$ cat config.mk
export PLATFORM = sky130hd
export DESIGN_NAME = tmds_encoder
export DESIGN_NICKNAME = d
export VERILOG_FILES = /design/src/rtl/tmds_encoder.sv
export SDC_FILE = /design/constraint.sdc
export NUM_CORES = 1
export LEC_CHECK = 0
export ABC_AREA = 0
export ABC_CLOCK_PERIOD_IN_PS = 13700
export BUFFER_PORTS_ARGS = -buffer_cell sky130_fd_sc_hd__buf_2
export CAP_MARGIN = 15
export CORE_MARGIN = 10
export CORE_UTILIZATION = 25
export CTS_BUF_LIST = sky130_fd_sc_hd__clkbuf_16
export DETAILED_ROUTE_END_ITERATION = 10
export PLACE_DENSITY = 0.46
export REMOVE_ABC_BUFFERS = 1
export SLEW_MARGIN = 20
export SYNTH_ARGS = -nofsm -noshare
export SYNTH_HDL_FRONTEND = slang
export SYNTH_SLANG_ARGS = --single-unit
$ cat constraint.sdc
create_clock -name i_pix_clk -period 13.7 [get_ports i_pix_clk]
set_input_delay 1.37 -clock i_pix_clk [delete_from_list [all_inputs] [get_ports i_pix_clk]]
set_output_delay 1.37 -clock i_pix_clk [all_outputs]
set_load 0.005 [all_outputs]
$ cat src/rtl/tmds_encoder.sv
// ---------------------------------------------------------------------------
// tmds_encoder
//
// DVI/TMDS 8b/10b channel encoder. Use one instance for each colour channel.
// The encoder has two registered stages:
//   stage 1: transition-minimised word q_m[8:0] and the popcount of q_m[7:0]
//   stage 2: DC-balancing inversion with a running disparity (bias), or a
//            control token while the display is blanked
// Latency is a fixed 2 cycles for data and control alike. The encoder
// accepts one symbol per clock and never stalls.
//
// Ports:
//   i_pix_clk  pixel clock
//   i_rst      synchronous active-high reset
//   i_data     pixel colour byte, used when i_de=1
//   i_ctrl     control bits {C1,C0}, used when i_de=0
//   i_de       display enable
//   o_tmds     10-bit encoded symbol, bit 0 is transmitted first
// ---------------------------------------------------------------------------
module tmds_encoder (
    input  logic       i_pix_clk,
    input  logic       i_rst,
    input  logic [7:0] i_data,
    input  logic [1:0] i_ctrl,
    input  logic       i_de,
    output logic [9:0] o_tmds
);

    localparam logic [9:0] TOKEN_00 = 10'b1101010100;
    localparam logic [9:0] TOKEN_01 = 10'b0010101011;
    localparam logic [9:0] TOKEN_10 = 10'b0101010100;
    localparam logic [9:0] TOKEN_11 = 10'b1010101011;

    // ------------------------------------------------------------------
    // Stage 1: transition minimisation
    // ------------------------------------------------------------------
    logic [3:0] n1d;
    logic       use_xnor;
    logic [8:0] q_m_next;
    logic [3:0] n1q_next;

    always_comb begin
        n1d = 4'd0;
        for (int i = 0; i < 8; i++) begin
            n1d = n1d + {3'b000, i_data[i]};
        end
    end

    // With XNOR chaining, bytes that have many ones get fewer transitions.
    // The tie at four ones is broken by bit 0 of the byte.
    assign use_xnor = (n1d > 4'd4) || ((n1d == 4'd4) && !i_data[0]);

    always_comb begin
        q_m_next    = 9'd0;
        q_m_next[0] = i_data[0];
        for (int i = 1; i < 8; i++) begin
            q_m_next[i] = use_xnor ? ~(q_m_next[i-1] ^ i_data[i])
                                   :  (q_m_next[i-1] ^ i_data[i]);
        end
        q_m_next[8] = ~use_xnor;
    end

    always_comb begin
        n1q_next = 4'd0;
        for (int i = 0; i < 8; i++) begin
            n1q_next = n1q_next + {3'b000, q_m_next[i]};
        end
    end

    logic [8:0] q_m_reg;
    logic [3:0] n1q_reg;
    logic       de_reg;
    logic [1:0] ctrl_reg;

    always_ff @(posedge i_pix_clk) begin
        if (i_rst) begin
            q_m_reg  <= 9'd0;
            n1q_reg  <= 4'd0;
            de_reg   <= 1'b0;
            ctrl_reg <= 2'b00;
        end else begin
            q_m_reg  <= q_m_next;
            n1q_reg  <= n1q_next;
            de_reg   <= i_de;
            ctrl_reg <= i_ctrl;
        end
    end

    // ------------------------------------------------------------------
    // Stage 2: DC balancing / control tokens
    // ------------------------------------------------------------------
    logic signed [4:0] bias_reg, bias_next;
    logic        [9:0] tmds_reg, tmds_next;
    logic signed [4:0] n1q_s, n0q_s, diff_s;
    logic              q8;
    logic        [7:0] q_low;

    assign q8     = q_m_reg[8];
    assign q_low  = q_m_reg[7:0];
    assign n1q_s  = $signed({1'b0, n1q_reg});
    assign n0q_s  = 5'sd8 - n1q_s;
    assign diff_s = n1q_s - n0q_s;   // ones minus zeros of q_m[7:0]

    always_comb begin
        tmds_next = tmds_reg;
        bias_next = bias_reg;
        if (!de_reg) begin
            // Clearing the bias during blanking makes every line start balanced.
            bias_next = 5'sd0;
            case (ctrl_reg)
                2'b00:   tmds_next = TOKEN_00;
                2'b01:   tmds_next = TOKEN_01;
                2'b10:   tmds_next = TOKEN_10;
                default: tmds_next = TOKEN_11;
            endcase
        end else if ((bias_reg == 5'sd0) || (n1q_reg == 4'd4)) begin
            tmds_next = {~q8, q8, (q8 ? q_low : ~q_low)};
            bias_next = bias_reg + (q8 ? diff_s : -diff_s);
        end else if (((bias_reg > 5'sd0) && (n1q_reg > 4'd4)) ||
                     ((bias_reg < 5'sd0) && (n1q_reg < 4'd4))) begin
            // Invert the payload so that it moves the bias back toward zero.
            tmds_next = {1'b1, q8, ~q_low};
            bias_next = bias_reg + (q8 ? 5'sd2 : 5'sd0) - diff_s;
        end else begin
            tmds_next = {1'b0, q8, q_low};
            bias_next = bias_reg + diff_s - (q8 ? 5'sd0 : 5'sd2);
        end
    end

    always_ff @(posedge i_pix_clk) begin
        if (i_rst) begin
            tmds_reg <= TOKEN_00;
            bias_reg <= 5'sd0;
        end else begin
            tmds_reg <= tmds_next;
            bias_reg <= bias_next;
        end
    end

    assign o_tmds = tmds_reg;

endmodule

==> flow_results.xml <==
<?xml version="1.0" encoding="UTF-8"?>
<metrics>
  <group name="run_status">
    <metric name="status" unit="">finished, final reports clean</metric>
  </group>
  <group name="drt">
    <metric name="via_count" unit="">1490</metric>
    <metric name="firstDrtPassIters" unit="">4</metric>
    <metric name="detail_route.drc_violations" unit="">0</metric>
    <metric name="final_antenna_net_count" unit="">0</metric>
    <metric name="avgRoutedWirePerCell" unit="um">11.50</metric>
    <metric name="drt-total-wl" unit="um">4093</metric>
    <metric name="detail_route.vias_per_cell" unit="">4.185</metric>
    <metric name="drt-initial-drc-count" unit="">49</metric>
  </group>
  <group name="setup_path">
    <metric name="critical_setup_path_class" unit="">primary input to register</metric>
    <metric name="crit_arrival" unit="ns">6.71</metric>
    <metric name="worstSetupStartpointType" unit="">primary input</metric>
    <metric name="worst_ep_required_time" unit="ns">13.85</metric>
    <metric name="number_of_buffer_and_inverter_stages_on_the_critical_path" unit="">4</metric>
    <metric name="worst_setup_path_end_kind" unit="">register</metric>
    <metric name="critical-path-top-delay-family" unit="">adder cells</metric>
    <metric name="cp_slowest_stage_delay" unit="ns">0.56</metric>
    <metric name="cell_with_the_largest_stage_delay_on_the_worst_path" unit="">sky130_fd_sc_hd__fa_1</metric>
    <metric name="crit_fanout" unit="">4</metric>
    <metric name="cp_common_cell" unit="">sky130_fd_sc_hd__fa_1</metric>
    <metric name="worstPathCellList" unit="">buf_2 -&gt; inv_1 -&gt; fa_1 -&gt; fa_1 -&gt; fa_1 -&gt; inv_1 -&gt; ha_1 -&gt; fa_1 -&gt; nor3b_1 -&gt; o22ai_2 -&gt; xor2_1 -&gt; fa_1 -&gt; xor2_1 -&gt; ha_1 -&gt; fa_1 -&gt; ha_1 -&gt; inv_1 -&gt; fa_1 -&gt; xor2_1 -&gt; nor2_1</metric>
  </group>
  <group name="final_layout">
    <metric name="flow.area_growth_from_synthesis" unit="%">18.16</metric>
    <metric name="ff_latch_area" unit="sq um">600.6</metric>
    <metric name="antenna_cells_inserted" unit="">0</metric>
    <metric name="n_fill_cell" unit="">863</metric>
    <metric name="mostFrequentLayoutCells" unit="">36 x sky130_fd_sc_hd__inv_1, 30 x sky130_fd_sc_hd__dfxtp_1, 26 x sky130_fd_sc_hd__ha_1</metric>
    <metric name="multi_input_combinational_cell_area" unit="sq mm">0.001406</metric>
    <metric name="final_common_cell" unit="">sky130_fd_sc_hd__inv_1</metric>
    <metric name="finalInstanceArea" unit="sq mm">0.002549</metric>
    <metric name="layout.cells.non_filler" unit="">356</metric>
    <metric name="final_core_util" unit="%">30.71</metric>
    <metric name="nets" unit="">301</metric>
    <metric name="drive_gt1_share" unit="%">17.53</metric>
    <metric name="largest_reg_flops" unit="">10</metric>
  </group>
  <group name="timing">
    <metric name="fin_crit_period" unit="ns">6.557</metric>
    <metric name="setup_total_negative_slack" unit="ns">0</metric>
    <metric name="rsz0062_at_grt" unit="">no</metric>
    <metric name="max_frequency" unit="GHz">0.1525</metric>
    <metric name="setup_viol" unit="">0</metric>
    <metric name="worst_slew_pin_slew" unit="ns">0.5944</metric>
    <metric name="timing.final.hold_violations" unit="">0</metric>
    <metric name="final-max-slew-violation-count" unit="">0</metric>
    <metric name="fin_worst_skew" unit="ns">0.005117</metric>
    <metric name="worst_slew_margin_rel" unit="%">59.95</metric>
    <metric name="layout_worst_path_cycle_share" unit="%">47.86</metric>
  </group>
  <group name="clock_tree">
    <metric name="ctsLongestPathBuffers" unit="">2</metric>
    <metric name="post-cts-setup-buffers" unit="">0</metric>
    <metric name="clk_pin_slew" unit="ns">0.05</metric>
    <metric name="post_cts_resize_count" unit="">0</metric>
    <metric name="worst_skew_pair.late_latency" unit="ns">0.27</metric>
    <metric name="ctsHoldBuffers" unit="">0</metric>
    <metric name="cts-root-buf" unit="">sky130_fd_sc_hd__clkbuf_16</metric>
    <metric name="cts_tree" unit="">yes</metric>
    <metric name="cts_made_buffers" unit="">5</metric>
    <metric name="ctsHtreeMaxLevel" unit="">2</metric>
    <metric name="clkSinkCount" unit="">30</metric>
  </group>
  <group name="grt">
    <metric name="grt_pass1_vias" unit="">1604</metric>
    <metric name="grt_pass1_wl" unit="um">7162</metric>
    <metric name="pin_count_of_the_biggest_net_entering_global_routing" unit="">22</metric>
    <metric name="gr-total-overflow" unit="">0</metric>
    <metric name="grt.total_usage" unit="%">6.719</metric>
    <metric name="antenna_violations_before_repair" unit="">0</metric>
  </group>
  <group name="logic_synthesis">
    <metric name="yosys-top-cells-area" unit="">sky130_fd_sc_hd__dfxtp_1 28%, sky130_fd_sc_hd__ha_1 15%, sky130_fd_sc_hd__fa_1 11%, sky130_fd_sc_hd__inv_1 6.3%, sky130_fd_sc_hd__xnor2_1 5.7%</metric>
    <metric name="post-synth-top-area-fraction" unit="%">27.84</metric>
    <metric name="ys.flop_type" unit="">sky130_fd_sc_hd__dfxtp_1</metric>
    <metric name="async_s_r_ff_share_synth" unit="%">0</metric>
    <metric name="post_synthesis_average_cell_area" unit="sq um">9.630</metric>
    <metric name="yosysUniqueCellTypes" unit="">42</metric>
    <metric name="synth_largest_area_cell" unit="">sky130_fd_sc_hd__dfxtp_1</metric>
    <metric name="synth-seq-area-share" unit="%">27.84</metric>
    <metric name="synth-edff-count" unit="">0</metric>
    <metric name="post_synth_inst_count" unit="">224</metric>
    <metric name="synth.cell_area" unit="sq mm">0.002157</metric>
    <metric name="synth_seq_cells" unit="">30</metric>
    <metric name="total_of_warnings_raised_by_yosys" unit="">0</metric>
  </group>
  <group name="place">
    <metric name="dpl_cell_area" unit="sq mm">0.002384</metric>
    <metric name="dp_hpwl" unit="um">3464</metric>
    <metric name="buffer_ports.inserted" unit="">22</metric>
    <metric name="finalWeightedCongestion" unit="">0.8099</metric>
    <metric name="placed_cells" unit="">348</metric>
  </group>
  <group name="pwr">
    <metric name="power_per_cell_area" unit="mW/mm^2">234.3</metric>
    <metric name="vdd_drop_max" unit="mV">0.06796</metric>
    <metric name="power.leakage" unit="uW">0.001180</metric>
  </group>
  <group name="floorplanning">
    <metric name="die_area" unit="sq mm">0.01274</metric>
    <metric name="initial_utilization" unit="%">25.99</metric>
    <metric name="floorplan.io_pins" unit="">23</metric>
    <metric name="die_w" unit="um">112.9</metric>
    <metric name="die_height" unit="um">112.9</metric>
    <metric name="coreArea" unit="sq mm">0.008299</metric>
    <metric name="fp-row-count" unit="">33</metric>
  </group>
  <group name="hold_path">
    <metric name="hold_class" unit="">register to register</metric>
  </group>
  <group name="flow_run">
    <metric name="timing.max_cap.violations" unit="">0</metric>
  </group>
</metrics>
synthesized netlist by cell type (2+ instances only):
cell type / count
sky130_fd_sc_hd__fa_1: 12
sky130_fd_sc_hd__mux2_2: 2
sky130_fd_sc_hd__xor2_1: 7
sky130_fd_sc_hd__ha_1: 26
sky130_fd_sc_hd__inv_1: 36
sky130_fd_sc_hd__nor2_1: 20
sky130_fd_sc_hd__nor3_1: 3
sky130_fd_sc_hd__dfxtp_1: 30
sky130_fd_sc_hd__nor2b_1: 9
sky130_fd_sc_hd__nand2_1: 3
sky130_fd_sc_hd__a21o_1: 5
sky130_fd_sc_hd__a211oi_1: 7
sky130_fd_sc_hd__or2_2: 2
sky130_fd_sc_hd__nand3_1: 2
sky130_fd_sc_hd__or3_1: 4
sky130_fd_sc_hd__nand2b_1: 2
sky130_fd_sc_hd__mux2i_1: 2
sky130_fd_sc_hd__xnor2_1: 14
sky130_fd_sc_hd__a21oi_1: 7
sky130_fd_sc_hd__xnor2_2: 3
sky130_fd_sc_hd__nor3b_1: 2
sky130_fd_sc_hd__o21ai_0: 6
cell type report:
| cell class | instances | area share [%] |
|---|---|---|
| clock buffer | 5 | 4.909 |
| clock inverter | 3 | 1.571 |
| inverter | 36 | 5.302 |
| multi-input combinational | 155 | 55.18 |
| sequential | 30 | 23.56 |
| timing repair buffer | 22 | 4.320 |
| tap | 105 | 5.155 |
through the flow:
step / hold slack (ns) / setup slack, ns / power [uW]
2_1_floorplan: 0.4132 / 7.211 / 409.7
3_3_place_gp: 0.4255 / 6.931 / 481.5
3_5_place_dp: 0.4261 / 6.838 / 483.9
4_1_cts: 0.4337 / 7.105 / 608.4
5_1_grt: 0.4561 / 6.808 / 666.6
6_report: 0.4349 / 7.143 / 597.1
worst reg2reg max path: stages, from the launching register on:
cell	delay, ns
sky130_fd_sc_hd__dfxtp_1	0.40
sky130_fd_sc_hd__inv_1	0.15
sky130_fd_sc_hd__fa_1	0.69
sky130_fd_sc_hd__inv_1	0.09
sky130_fd_sc_hd__fa_1	0.37
sky130_fd_sc_hd__xor2_1	0.21
sky130_fd_sc_hd__nand3_1	0.11
sky130_fd_sc_hd__a32oi_1	0.23
sky130_fd_sc_hd__a22oi_1	0.11
sky130_fd_sc_hd__nor2_1	0.11
logic make-up after synthesis:
| family | count (synthesis) | synth area share (%) |
|---|---|---|
| XOR/XNOR | 25 | 11.54 |
| AO/OA/AOI/OAI | 37 | 12.18 |
| buffers and inverters | 39 | 6.960 |
| flip-flops | 30 | 27.84 |
| AND/OR/NAND/NOR | 51 | 13.28 |
| adder cells (fa/ha/maj) | 38 | 26.22 |
| multiplexers | 4 | 1.972 |
layer usage:
metal | global-route usage (%) | part of all wire (%)
met5 | 0 | 0
met4 | 2.792 | 1.8
met3 | 2.166 | 3.4
met2 | 10.79 | 46
met1 | 8.058 | 49
where the power goes:
part           switching [uW]  internal [uW]
Combinational             187            168
Clock                    35.3           84.7
Sequential               14.8            107
worst paths after layout:
kind                   start           to  slack (ns)  cells past startpoint
setup / recovery   i_data[0]   n1q_reg[2]        7.14                     20
hold / removal    q_m_reg[5]    o_tmds[5]        0.43                      1
setup reg to reg  q_m_reg[8]  bias_reg[3]       11.17                      9
hold reg to reg   q_m_reg[5]    o_tmds[5]        0.43                      1
No activity file was read; power rests on OpenSTA's default activity.
